<file path="src/rtl/serial_frame_pkg.sv">
// Shared width and state encodings for the serial frame link.
// Optional parity support is selected with SERIAL_FRAME_PARITY_EN.
package serial_frame_pkg;

  localparam int DATA_W = 162;

  typedef enum logic [2:0] {
    TX_IDLE,
    TX_START,
    TX_DATA,
    TX_PARITY,
    TX_STOP
  } tx_state_t;

  typedef enum logic [2:0] {
    RX_IDLE,
    RX_START,
    RX_DATA,
    RX_PARITY,
    RX_STOP,
    RX_WAIT_IDLE
  } rx_state_t;

endpackage

</file>
<file path="src/rtl/serial_frame_rx.sv">
// Receiver: 2-flop line synchronizer plus frame FSM that rebuilds the word.
// SERIAL_FRAME_PARITY_EN adds an even-parity bit check before the stop bit.
//
// state        | meaning
// RX_IDLE      | line idle, waiting for a low level
// RX_START     | half-bit wait, confirm start bit is still low
// RX_DATA      | sample one payload bit per bit time, LSB first
// RX_PARITY    | sample parity bit (parity build only)
// RX_STOP      | sample stop bit, publish word or flag error
// RX_WAIT_IDLE | line stuck low after a bad stop, wait for high
import serial_frame_pkg::*;

module serial_frame_rx #(
  parameter int DATA_W       = serial_frame_pkg::DATA_W,
  parameter int CLKS_PER_BIT = 10000
) (
  input  logic              clk_in,
  input  logic              rst_in,
  input  logic              rx_in,
  output logic [DATA_W-1:0] data_out,
  output logic              ready,
  output logic              frame_err
);

  localparam int CW = $clog2(CLKS_PER_BIT);
  localparam int BW = $clog2(DATA_W);
  localparam logic [CW-1:0] BIT_RELOAD  = CW'(CLKS_PER_BIT - 1);
  localparam logic [CW-1:0] HALF_RELOAD = CW'(CLKS_PER_BIT / 2 - 1);
  localparam logic [BW-1:0] LAST_IDX    = BW'(DATA_W - 1);

  logic [1:0]        sync_q;
  logic              s_rx;
  rx_state_t         state_q, state_d;
  logic [CW-1:0]     cnt_q, cnt_d;
  logic [BW-1:0]     bit_q, bit_d;
  logic [DATA_W-1:0] shift_q, shift_d;
  logic [DATA_W-1:0] data_q, data_d;
  logic              ready_q, ready_d;
  logic              ferr_q, ferr_d;
  logic              par_ok;

  // Sync flops idle high so reset never looks like a start bit
  always_ff @(posedge clk_in or negedge rst_in) begin
    if (!rst_in) sync_q <= 2'b11;
    else         sync_q <= {sync_q[0], rx_in};
  end

  assign s_rx = sync_q[1];

`ifdef SERIAL_FRAME_PARITY_EN
  logic par_q, par_d;

  always_ff @(posedge clk_in or negedge rst_in) begin
    if (!rst_in) par_q <= 1'b0;
    else         par_q <= par_d;
  end

  assign par_ok = ~(^shift_q ^ par_q);
`else
  assign par_ok = 1'b1;
`endif

  always_ff @(posedge clk_in or negedge rst_in) begin
    if (!rst_in) begin
      state_q <= RX_IDLE;
      cnt_q   <= '0;
      bit_q   <= '0;
      shift_q <= '0;
      data_q  <= '0;
      ready_q <= 1'b0;
      ferr_q  <= 1'b0;
    end else begin
      state_q <= state_d;
      cnt_q   <= cnt_d;
      bit_q   <= bit_d;
      shift_q <= shift_d;
      data_q  <= data_d;
      ready_q <= ready_d;
      ferr_q  <= ferr_d;
    end
  end

  always_comb begin
    state_d = state_q;
    cnt_d   = cnt_q;
    bit_d   = bit_q;
    shift_d = shift_q;
    data_d  = data_q;
    ready_d = 1'b0;
    ferr_d  = 1'b0;
`ifdef SERIAL_FRAME_PARITY_EN
    par_d   = par_q;
`endif
    case (state_q)
      RX_IDLE: begin
        if (!s_rx) begin
          state_d = RX_START;
          cnt_d   = HALF_RELOAD;
        end
      end
      RX_START: begin
        if (cnt_q == '0) begin
          if (!s_rx) begin
            state_d = RX_DATA;
            cnt_d   = BIT_RELOAD;
            bit_d   = LAST_IDX;
          end else begin
            state_d = RX_IDLE;
          end
        end else begin
          cnt_d = cnt_q - CW'(1);
        end
      end
      RX_DATA: begin
        if (cnt_q == '0) begin
          shift_d = {s_rx, shift_q[DATA_W-1:1]};
          cnt_d   = BIT_RELOAD;
          if (bit_q == '0) begin
`ifdef SERIAL_FRAME_PARITY_EN
            state_d = RX_PARITY;
`else
            state_d = RX_STOP;
`endif
          end else begin
            bit_d = bit_q - BW'(1);
          end
        end else begin
          cnt_d = cnt_q - CW'(1);
        end
      end
`ifdef SERIAL_FRAME_PARITY_EN
      RX_PARITY: begin
        if (cnt_q == '0) begin
          par_d   = s_rx;
          cnt_d   = BIT_RELOAD;
          state_d = RX_STOP;
        end else begin
          cnt_d = cnt_q - CW'(1);
        end
      end
`endif
      RX_STOP: begin
        if (cnt_q == '0) begin
          if (s_rx && par_ok) begin
            data_d  = shift_q;
            ready_d = 1'b1;
            state_d = RX_IDLE;
          end else begin
            ferr_d  = 1'b1;
            state_d = s_rx ? RX_IDLE : RX_WAIT_IDLE;
          end
        end else begin
          cnt_d = cnt_q - CW'(1);
        end
      end
      RX_WAIT_IDLE: begin
        if (s_rx) state_d = RX_IDLE;
      end
      default: state_d = RX_IDLE;
    endcase
  end

  assign data_out  = data_q;
  assign ready     = ready_q;
  assign frame_err = ferr_q;

endmodule

</file>
<file path="src/rtl/serial_frame_link.sv">
// Serial frame link top: inline UART-like transmitter plus serial_frame_rx.
// SERIAL_FRAME_PARITY_EN inserts an even-parity bit after the payload.
//
// state     | meaning
// TX_IDLE   | line high, waiting for trigger_in
// TX_START  | drive start bit (low) for one bit time
// TX_DATA   | drive payload LSB first, one bit per bit time
// TX_PARITY | drive even-parity bit (parity build only)
// TX_STOP   | drive stop bit (high) for one bit time
import serial_frame_pkg::*;

module serial_frame_link #(
  parameter int DATA_W       = serial_frame_pkg::DATA_W,
  parameter int CLKS_PER_BIT = 10000
) (
  input  logic              clk_in,
  input  logic              rst_in,
  input  logic              trigger_in,
  input  logic [DATA_W-1:0] val_in,
  output logic              tx_out,
  output logic              tx_busy,
  input  logic              rx_in,
  output logic [DATA_W-1:0] data_out,
  output logic              ready,
  output logic              frame_err
);

  localparam int CW = $clog2(CLKS_PER_BIT);
  localparam int BW = $clog2(DATA_W);
  localparam logic [CW-1:0] BIT_RELOAD = CW'(CLKS_PER_BIT - 1);
  localparam logic [BW-1:0] LAST_IDX   = BW'(DATA_W - 1);

  tx_state_t         state_q, state_d;
  logic [CW-1:0]     cnt_q, cnt_d;
  logic [BW-1:0]     bit_q, bit_d;
  logic [DATA_W-1:0] shift_q, shift_d;
  logic              tx_q, tx_d;
  logic              busy_q, busy_d;

`ifdef SERIAL_FRAME_PARITY_EN
  logic par_q, par_d;

  always_ff @(posedge clk_in or negedge rst_in) begin
    if (!rst_in) par_q <= 1'b0;
    else         par_q <= par_d;
  end
`endif

  always_ff @(posedge clk_in or negedge rst_in) begin
    if (!rst_in) begin
      state_q <= TX_IDLE;
      cnt_q   <= '0;
      bit_q   <= '0;
      shift_q <= '0;
      tx_q    <= 1'b1;
      busy_q  <= 1'b0;
    end else begin
      state_q <= state_d;
      cnt_q   <= cnt_d;
      bit_q   <= bit_d;
      shift_q <= shift_d;
      tx_q    <= tx_d;
      busy_q  <= busy_d;
    end
  end

  // tx_d is the line level for the state being entered, so tx_out is a pure flop
  always_comb begin
    state_d = state_q;
    cnt_d   = cnt_q;
    bit_d   = bit_q;
    shift_d = shift_q;
    tx_d    = tx_q;
    busy_d  = busy_q;
`ifdef SERIAL_FRAME_PARITY_EN
    par_d   = par_q;
`endif
    case (state_q)
      TX_IDLE: begin
        tx_d   = 1'b1;
        busy_d = 1'b0;
        if (trigger_in) begin
          state_d = TX_START;
          shift_d = val_in;
          cnt_d   = BIT_RELOAD;
          tx_d    = 1'b0;
          busy_d  = 1'b1;
`ifdef SERIAL_FRAME_PARITY_EN
          par_d   = ^val_in;
`endif
        end
      end
      TX_START: begin
        if (cnt_q == '0) begin
          state_d = TX_DATA;
          cnt_d   = BIT_RELOAD;
          bit_d   = LAST_IDX;
          tx_d    = shift_q[0];
        end else begin
          cnt_d = cnt_q - CW'(1);
        end
      end
      TX_DATA: begin
        if (cnt_q == '0) begin
          cnt_d = BIT_RELOAD;
          if (bit_q == '0) begin
`ifdef SERIAL_FRAME_PARITY_EN
            state_d = TX_PARITY;
            tx_d    = par_q;
`else
            state_d = TX_STOP;
            tx_d    = 1'b1;
`endif
          end else begin
            shift_d = {1'b0, shift_q[DATA_W-1:1]};
            tx_d    = shift_q[1];
            bit_d   = bit_q - BW'(1);
          end
        end else begin
          cnt_d = cnt_q - CW'(1);
        end
      end
`ifdef SERIAL_FRAME_PARITY_EN
      TX_PARITY: begin
        if (cnt_q == '0) begin
          state_d = TX_STOP;
          cnt_d   = BIT_RELOAD;
          tx_d    = 1'b1;
        end else begin
          cnt_d = cnt_q - CW'(1);
        end
      end
`endif
      TX_STOP: begin
        if (cnt_q == '0) begin
          state_d = TX_IDLE;
          tx_d    = 1'b1;
          busy_d  = 1'b0;
        end else begin
          cnt_d = cnt_q - CW'(1);
        end
      end
      default: begin
        state_d = TX_IDLE;
        tx_d    = 1'b1;
        busy_d  = 1'b0;
      end
    endcase
  end

  assign tx_out  = tx_q;
  assign tx_busy = busy_q;

  serial_frame_rx #(
    .DATA_W      (DATA_W),
    .CLKS_PER_BIT(CLKS_PER_BIT)
  ) u_rx (
    .clk_in   (clk_in),
    .rst_in   (rst_in),
    .rx_in    (rx_in),
    .data_out (data_out),
    .ready    (ready),
    .frame_err(frame_err)
  );

endmodule

</file>
<file path="config.mk">
export PLATFORM = sky130hd
export DESIGN_NAME = serial_frame_link
export DESIGN_NICKNAME = d
export VERILOG_FILES = /design/src/rtl/serial_frame_pkg.sv /design/src/rtl/serial_frame_rx.sv /design/src/rtl/serial_frame_link.sv
export SDC_FILE = /design/constraint.sdc
export NUM_CORES = 1
export LEC_CHECK = 0
export BUFFER_PORTS_ARGS = -buffer_cell sky130_fd_sc_hd__buf_4
export CAP_MARGIN = 20
export CORE_AREA = 2 2 199 201
export CTS_BUF_LIST = sky130_fd_sc_hd__clkbuf_4
export DETAILED_ROUTE_END_ITERATION = 6
export DIE_AREA = 0 0 201 203
export PLACE_DENSITY = 0.83
export SLEW_MARGIN = 20
export SYNTH_ARGS = -nofsm -noshare
export SYNTH_HDL_FRONTEND = slang
export SYNTH_SLANG_ARGS = --single-unit
</file>
<file path="constraint.sdc">
create_clock -name clk_in -period 3.9 [get_ports clk_in]
set_clock_uncertainty 0.2 [all_clocks]
set_input_delay 0.195 -clock clk_in [delete_from_list [all_inputs] [get_ports clk_in]]
set_output_delay 0.195 -clock clk_in [all_outputs]
set_load 0.01 [all_outputs]
</file>
==> results of run 1 <==
==> kinds of logic (layout without fill, tap and decap cells) <==
| logic type | after synthesis | in the layout | synth area share [%] |
|---|---|---|---|
| AOI/OAI and AO/OA | 278 | 278 | 6.88 |
| xor gates and xnor gates | 10 | 10 | 0.384 |
| adders and majority gates | 8 | 8 | 0.439 |
| buffers and inverters | 135 | 870 | 2.98 |
| DFF | 542 | 542 | 59.5 |
| muxes | 331 | 331 | 15.4 |
| other | 0 | 5 | 0 |
| and+or+nand+nor | 801 | 801 | 14.4 |
==> final timing paths <==
path,startpoint,end,cells after the start
min in group asynchronous,rst_in,shift_q[138],4
setup / recovery,bit_q[5],shift_q[62],5
setup reg to reg,bit_q[5],shift_q[62],5
hold reg to reg,u_rx.sync_q[0],u_rx.sync_q[1],0
max in group asynchronous,rst_in,u_rx.data_out[107],4
hold / removal,val_in[87],shift_q[87],4
==> power by group <==
part,internal (mW),switching (mW)
registers,5.88,0.228
logic,0.467,0.487
clock network,2.64,2.37
total,8.99,3.09
==> timing repair <==
item,in CTS,in global routing
setup endpoints to repair,0,0
hold buffers,272,0
hold endpoints to repair,717,0
==> layer usage <==
metal  part of all wire (%)  wire length [um]
met5                  0.024                16
met4                    5.6              3720
met3                    7.5              4990
met2                     50             33400
met1                     37             24300
==> registers in the layout, indices dropped and copies added (netlist names), 2 cells and up <==
name,flops
u_rx.sync_q,2
u_rx.data_out,162
u_rx.state_q,3
bit_q,8
shift_q,162
u_rx.shift_q,162
cnt_q,14
state_q,3
u_rx.cnt_q,14
u_rx.bit_q,8
==> cell type report <==
type | instances | area, um2
well taps | 518 | 648
flip-flops and latches | 542 | 13600
repair buffers | 629 | 5540
clock inverters | 38 | 310
multi-input cells | 1428 | 8610
fillers | 2098 | 8310
inverters | 13 | 48.8
clock buffers | 190 | 1430
diodes | 5 | 12.5
==> worst max-delay path, delay by kind of cell (launching register included) <==
family                 cells  cell delay, ns
AOI/OAI and AO/OA          3            1.47
and+or+nand+nor            1            0.59
buffers and inverters      1            0.45
DFF                        1            0.40
==> synth_stat cells (all sizes together), types with 6 or more instances <==
cell type,number
a21oi,33
buf,68
clkbuf,54
dfrtp,539
ha,8
inv,13
mux2,164
mux2i,167
nand2,679
nand2b,8
nand3,12
nand4,9
nor2,34
nor3,8
nor4,7
o211ai,7
o21ai,192
o31ai,8
or3,6
or4,8
xor2,7
==> placed cells by master, fill, tap and decap left out, types with 9 or more instances in the layout <==
cell type	count
buf_12	9
o21ai_1	28
dfrtp_1	539
a21oi_1	33
nor2_1	34
mux2i_1	167
nand3_1	11
mux2_1	19
buf_4	347
clkinv_1	24
nand2_1	678
nand4_1	9
mux2_2	145
inv_1	13
clkbuf_4	190
dlygate4sd3_1	271
o21ai_0	164
==> per-stage QoR <==
step / instances / utilization (%) / hold slack, ns / setup slack (ns)
finish: 3363 / 78.4 / 0.0482 / 0.566
global route: 3363 / 78.4 / 0.0245 / 0.436
CTS: 3358 / 78.4 / 0.00213 / 0.794
detailed placement: 2858 / 66.7 / 0.0644 / 0.818
global placement: 2858 / 66.7 / 0.0604 / 0.894
floorplan: 2105 / - / -0.301 / 1.55
==> summary.txt, run 1 <==
Floorplan
  • Cell Rows: 72
  • Die area: 40800 um2
  • Core area: 38500 um2
  • I/O pins: 332
  • DIE HEIGHT: 203 um
  • Die W: 201 um
  • Initial Util: 59.3%

Job
  • Max-Cap Viols: 0

Global routing
  • Met1 Use GR: 37.8%
  • Met2 usage: 55.4%
  • Antenna violations before repair: 6
  • GRT Util Overall: 32.8%
  • GR Layer Usage met3: 9.05%
  • Largest net degree at the start of global routing: 131
  • Total grt overflow: 0
  • Busiest grt layer: met2
  • First-pass GRT wire length: 106 mm
  • Vias in the first global route: 20200

Clocking
  • Clk_lat worst skew: 0.84 ns
  • CTS buffer count: 139
  • CTS tree: built
  • Clock Sinks: 542
  • Number of gates resized after CTS: 0
  • Reg clk slew, reported paths: 0.07 ns
  • Clock buffer depth: 3
  • H-tree levels: 4
  • Setup bufs post-CTS: 0
  • Root buf cell: clkbuf_4

Routing
  • Vias per std cell: 5.70
  • DR DRC count: 0
  • Routed length per instance: 19.8 um
  • Iter 0 DRT Violations: 1780
  • Antenna Violating Nets Remaining: 0
  • Router iterations before antenna repair: 6
  • Routed via count: 19200
  • Post-Route WL: 66.5 mm

Critical path
  • Worst setup path class: reg -> reg
  • Worst setup SP type: flop
  • Cells along the critical path: or4_4, o31ai_4, o21a_4, buf_4, o21ai_0
  • Worst Path Arrival: 3.78 ns
  • Worst setup EP type: flop
  • Critical Path RT: 4.35 ns
  • Max FO, Critical Path: 104
  • Slowest-stage cell, CP: o21a_4
  • Largest stage delay, worst path: 0.89 ns
  • Flop2flop setup slack: 0.57 ns

Pwr
  • Pwr Total: 12.1 mW
  • Peak supply drop: 0.000286 V
  • Leakage: 15.3 nW
  • Power per cell area: 400 nW/um2

STA
  • Fmax: 300 MHz
  • Max_slew headroom: 23.0%
  • Final setup viols: 0
  • Final hold vios: 0
  • Post-route clock period utilization: 85.5%
  • RSZ-0062 raised after global routing: no
  • Setup_tns: 0 ns
  • Max-slew violation count: 0
  • Crit path time final: 3.33 ns
  • Worst-margin pin slew: 1.14 ns

Placement
  • Port Buffers: 331
  • Placer congestion estimate: 0.847
  • Placed cell area: 25700 um2
  • Hpwl dp: 33.1 mm

Final layout
  • Final nets: 2927
  • Post-route cell area: 30200 um2
  • Area delta synth->final: 32.2%
  • Proportion of layout cells with a drive suffix above 1: 25.7%

Yosys
  • Yosys Warn Count: 0
  • Mean area per synthesized cell: 10.8 um2
  • FF+latch count, synth: 542
  • EDFF count, synth: 0
  • Sequential share of the synthesized area: 59.5%
  • Synthesized Nets: 2279
  • Area fraction of the dominant cell type after synthesis: 59.1%
  • Async SR Flop Fraction: 100%
  • Synth area leaders: dfrtp_1, nand2_1, mux2i_1
  • Synthesized instance count: 2105
  • Mapped cell area: 22800 um2
  • Main synth FF type: dfrtp_1
  • Yosys top cell by area: dfrtp_1
  • Count of cell types in the netlist: 62

Hold path
  • Worst Hold Class: in -> reg

Status
  • Outcome: complete, no violations
Power figures use the tool's default switching activity.
==> run 2, diff against run 1 <==
Settings changed: PLACE_DENSITY 0.83 to 0.82.
==> summary.txt, run 2 (same netlist as run 1, synthesis figures left out) <==
Status
  • Outcome: finished, violations left
  • Violated checks: capacitance limit, slew limit

Final layout
  • Final nets: 2948
  • Non-filler instance count after layout: 3390
  • Multi-input gate area: 8610 um2
  • Commonest non-fill, non-tap cells in the layout: nand2_1, dfrtp_1, buf_4, dlygate4sd3_1, clkbuf_4
  • Proportion of layout cells with a drive suffix above 1: 25.5%
  • Commonest non-fill, non-tap cell in the layout: nand2_1
  • Layout Utilization: 79.3%
  • Area delta synth->final: 33.7%
  • Number of fillers in the final layout: 2140
  • Register area: 13600 um2
  • Post-route cell area: 30500 um2

Critical path
  • R2r startpoint: cnt_q[1]
  • Worst setup EP type: flop
  • R2R Path End: shift_q[8]
  • Worst setup SP type: flop
  • Critical Path RT: 4.33 ns
  • Flop2flop setup slack: 0.38 ns
  • Worst setup path class: reg -> reg
  • Critical path origin: cnt_q[1]
  • Max FO, Critical Path: 78
  • Reg2Reg Depth: 8
  • Worst Path Arrival: 3.95 ns

Hold path
  • Hold path startpoint: val_in[71]
  • Worst Hold Class: in -> reg
  • Hold Path Sink: shift_q[71]
  • Hold Path Stages: 4

Global routing
  • Antenna violations before repair: 5
  • GRT Util Overall: 32.6%
  • Vias in the first global route: 20000
  • First-pass GRT wire length: 106 mm
  • Total grt overflow: 0
  • Largest net degree at the start of global routing: 164

Pwr
  • Clock Power Share: 41.7%
  • Power per cell area: 400 nW/um2
  • Pwr Total: 12.2 mW
  • Leakage: 15.4 nW
  • Reg power frac: 50.2%
  • Switching Fraction: 25.5%
  • Comb pwr share: 8.2%
  • Sw power: 3.11 mW
  • Peak supply drop: 0.000312 V
  • Internal: 9.09 mW

Placement
  • DP Worst Slack: 0.771 ns
  • Port Buffers: 331
  • DP Cell Count: 2851
  • Placer congestion estimate: 0.852
  • Placed cell area: 25700 um2
  • Hpwl dp: 32.5 mm

STA
  • Final setup viols: 0
  • Setup_tns: 0 ns
  • RSZ-0062 raised after global routing: no
  • Max_slew headroom: -0.984%
  • Final hold vios: 0
  • Setup ws final: 0.377 ns
  • Max-slew violation count: 1
  • Worst-margin pin slew: 1.48 ns
  • Fmax: 284 MHz
  • Post-route clock period utilization: 90.3%
  • Crit path time final: 3.52 ns
  • Worst hold slack: 0.0609 ns

Clocking
  • CTS buffer count: 139
  • Root buf cell: clkbuf_4
  • Hold Buf Count CTS: 299
  • Clock Sinks: 542
  • H-tree levels: 4
  • Clk_lat worst skew: 0.83 ns
  • Setup bufs post-CTS: 0
  • Clock buffer depth: 3
  • CTS tree: built
  • Reg clk slew, reported paths: 0.07 ns
  • Number of gates resized after CTS: 0

Floorplan
  • I/O pins: 332
  • Initial Util: 59.3%
  • Cell Rows: 72
  • DIE HEIGHT: 203 um
  • Die W: 201 um
  • Die area: 40800 um2
  • Core area: 38500 um2

Routing
  • Router iterations before antenna repair: 7
  • Routed length per instance: 20.0 um
  • M1 wire length: 25.0 mm
  • Post-Route WL: 67.7 mm
  • Iter 0 DRT Violations: 1819
  • Met3 routed WL: 5.42 mm
  • Met2 WL: 33.0 mm
  • DR DRC count: 0
  • Vias per std cell: 5.65
  • Top Metal Used: met5
  • Routed via count: 19200
  • Antenna Violating Nets Remaining: 0

Job
  • Max-Cap Viols: 1
[run 2: changes by cell type in the layout (fill, tap and decap cells not counted)]
cell           before  now
buf_4             347  337
buf_16              1    2
dlygate4sd3_1     271  298
clkinv_1           24   21
clkinv_2            1    5
inv_2               5    2
clkinvlp_4          1    2
buf_12              9   12
clkbuf_4          190  197
o311ai_1            0    1
o311ai_0            1    0
[run 2: power groups by stage]
stage               combinational [mW]  sequential (mW)  clock (mW)
floorplan                        0.293             6.11           0
global placement                 0.588             6.14           0
detailed placement               0.628             6.16           0
CTS                              0.876             6.05        5.08
global route                      1.08             6.13        5.49
finish                           0.996             6.12        5.08
[run 2: worst max path at each step]
| stage | endpoint | slack, ns | cells after the start |
|---|---|---|---|
| CTS | u_rx.data_out[152] | 0.71 | 6 |
| finish | shift_q[8] | 0.38 | 8 |
| detailed placement | u_rx.data_out[116] | 0.77 | 8 |
| global route | shift_q[8] | 0.14 | 8 |
| floorplan | u_rx.cnt_q[4] | 1.55 | 9 |
| global placement | u_rx.data_out[111] | 0.86 | 6 |
[run 2: per-layer routing]
metal	track usage, %	vias up
li1	-	8503
met1	38.6	9300
met2	54.3	1019
met3	8.88	339
met4	17.8	2
met5	0	-
[run 2: critical path, cell delays in order, from the launching register on]
cell and delay [ns]:
dfrtp_1 0.38, inv_1 0.12, ha_1 0.16, nor3b_1 0.46, nand4_1 0.56, o21a_4 0.65
buf_4 0.40, nand2_1 0.19, o21ai_0 0.18
[run 2: cell type report]
type                            instances  area share, %
Sequential cell                       542           44.5
Multi-Input combinational cell       1428           28.2
Timing Repair Buffer                  650           19.1
Clock buffer                          197           4.85
Tap cell                              518           2.12
Clock inverter                         37           1.03
Inverter                               13          0.160
Antenna cell                            5         0.0410
==> run 3, diff against run 2 <==
Settings changed: MAX_ROUTING_LAYER from default to met4, PLACE_DENSITY 0.82 to 0.81, SYNTH_HIERARCHICAL from default to 1.
Clock period 3.9 ns to 3.45 ns, I/O delays scaled along.
==> summary.txt, run 3 <==
Status
  • Outcome: finished, violations left
  • Violated checks: DRC

Hold path
  • Worst Hold Class: in -> reg

Final layout
  • Proportion of layout cells with a drive suffix above 1: 22.8%
  • Final nets: 3168
  • Area delta synth->final: 36.7%
  • Commonest non-fill, non-tap cell in the layout: nand2_1
  • Commonest non-fill, non-tap cells in the layout: nand2_1, dfrtp_1, buf_4, dlygate4sd3_1, clkbuf_4

Routing
  • Router iterations before antenna repair: 7
  • Routed via count: 21100
  • DR DRC count: 12
  • Vias per std cell: 5.85
  • Antenna Violating Nets Remaining: 0
  • M1 wire length: 26.5 mm
  • Post-Route WL: 70.9 mm
  • Routed length per instance: 19.6 um
  • Top Metal Used: met4
  • Iter 0 DRT Violations: 2396
  • Met3 routed WL: 7.40 mm
  • Met2 WL: 33.2 mm

Placement
  • Hpwl dp: 32.7 mm
  • DP Worst Slack: 0.298 ns
  • Placer congestion estimate: 0.838
  • Port Buffers: 331

Yosys
  • Synth area leaders: dfrtp_1, nand2_1, mux2_2
  • Async SR Flop Fraction: 100%
  • EDFF count, synth: 0
  • Synthesized instance count: 2282
  • Main synth FF type: dfrtp_1
  • Synthesized Nets: 2456
  • Mapped cell area: 22600 um2
  • Count of cell types in the netlist: 72
  • Sequential share of the synthesized area: 60.1%
  • FF+latch count, synth: 542
  • Mean area per synthesized cell: 9.90 um2
  • Area fraction of the dominant cell type after synthesis: 59.7%
  • Yosys top cell by area: dfrtp_1
  • Yosys Warn Count: 6
  • Post-synth top cells: nand2_1, dfrtp_1, nor2_1
  • Count leader, synth: nand2_1

Clocking
  • Clock buffer depth: 3
  • Clock Sinks: 542
  • H-tree levels: 4
  • Reg clk slew, reported paths: 0.08 ns
  • CTS buffer count: 139
  • Clk_lat worst skew: 0.87 ns
  • CTS tree: built
  • Root buf cell: clkbuf_4

Critical path
  • Worst setup EP type: flop
  • Critical Path RT: 3.98 ns
  • Worst setup path class: reg -> reg
  • Worst setup SP type: flop
  • Max FO, Critical Path: 9
  • Worst Path Arrival: 3.88 ns
  • Flop2flop setup slack: 0.11 ns

Floorplan
  • Cell Rows: 72
  • Initial Util: 58.7%
  • Core area: 38500 um2
  • DIE HEIGHT: 203 um
  • Die area: 40800 um2
  • I/O pins: 332
  • Die W: 201 um

STA
  • Crit path time final: 3.34 ns
  • RSZ-0062 raised after global routing: no
  • Final setup viols: 0
  • Final hold vios: 0
  • Max-slew violation count: 0
  • Setup ws final: 0.106 ns
  • Post-route clock period utilization: 96.9%
  • Setup_tns: 0 ns
  • Max_slew headroom: 46.2%
  • Fmax: 299 MHz
  • Worst-margin pin slew: 0.799 ns

Job
  • Max-Cap Viols: 0

Global routing
  • Total grt overflow: 0
  • First-pass GRT wire length: 113 mm
  • GRT Util Overall: 35.8%
  • Largest net degree at the start of global routing: 164
  • Vias in the first global route: 21800
  • Antenna violations before repair: 3

Pwr
  • Leakage: 15.7 nW
  • Power per cell area: 450 nW/um2
  • Peak supply drop: 0.000287 V
run 3: cell types whose count changed in the layout (fill, tap and decap cells not counted), moves of 27 or more:
cell,previous run,this run
nand2_1,678,835
o21ai_1,28,1
o21ai_0,164,28
a31oi_1,5,165
mux2_2,145,95
dlygate4sd3_1,298,341
mux2_1,19,69
mux2i_1,167,1
nor2_1,34,190
run 3: through the flow:
| step | util, % | power [mW] | cell area (um2) | cells | hold WS, ns |
|---|---|---|---|---|---|
| 2_1_floorplan | - | 7.30 | 22600 | 2282 | -0.323 |
| 3_3_place_gp | 66.6 | 7.68 | 25600 | 3026 | 0.0797 |
| 3_5_place_dp | 66.6 | 7.73 | 25600 | 3026 | 0.0834 |
| 4_1_cts | 80.2 | 13.5 | 30800 | 3605 | 0.0136 |
| 5_1_grt | 80.2 | 14.4 | 30900 | 3611 | 0.101 |
| 6_report | 80.2 | 13.9 | 30900 | 3611 | 0.100 |
run 3: final cells by class:
class                   count  area [um2]
diodes                      3        7.51
clock inverters            36         253
repair buffers            711        6430
clock buffers             201        1510
flip-flops and latches    542       13600
inverters                  18        70.1
multi-input cells        1582        8380
well taps                 518         648
fillers                  1989        7600
run 3: final timing paths:
| check | startpoint | to | cells past startpoint |
|---|---|---|---|
| max | cnt_q[1] | shift_q[39] | 10 |
| min | trigger_in | state_q[0] | 4 |
| max reg2reg | cnt_q[1] | shift_q[39] | 10 |
| min reg2reg | u_rx/sync_q[0] | u_rx/sync_q[1] | 0 |
| max in group asynchronous | rst_in | u_rx/data_out[10] | 4 |
| min in group asynchronous | rst_in | shift_q[160] | 4 |
run 3: logic make-up after synthesis:
group	after synthesis	synth area share, %
simple gates	1122	19.9
fa+ha+maj	8	0.443
flops	542	60.1
mux	165	8.22
buf+inv	158	3.02
compound gates	281	8.05
xor+xnor	6	0.233
run 3: layer usage:
metal | track usage (%) | vias to the layer above
met2 | 55.2 | 1565
met1 | 43.6 | 10000
met5 | - | -
met4 | 19.4 | 0
li1 | - | 9114
met3 | 9.17 | 434
run 3: power by group:
group          leakage (nW)  internal (mW)  switching, mW
Sequential             6.93           6.64          0.300
Combinational          7.67          0.646          0.609
Clock                  1.06           2.97           2.72
run 3: critical path, cell delays in order (launching register included):
cell and delay, ns:
dfrtp_1 0.41, inv_1 0.14, ha_1 0.17, nor4b_2 0.39, a41oi_1 0.35, o21ai_4 0.39, buf_4 0.18, buf_4 0.16
nor2_1 0.06, a31oi_1 0.21, dlygate4sd3_1 0.58
run 3: what timing repair did:
action / CTS / global route
endpoints found under the setup margin: 0 / 1
endpoints found under the hold margin: 716 / 0
resized for setup: 0 / 0
hold buffers: 342 / 0
buffers inserted: 0 / 3
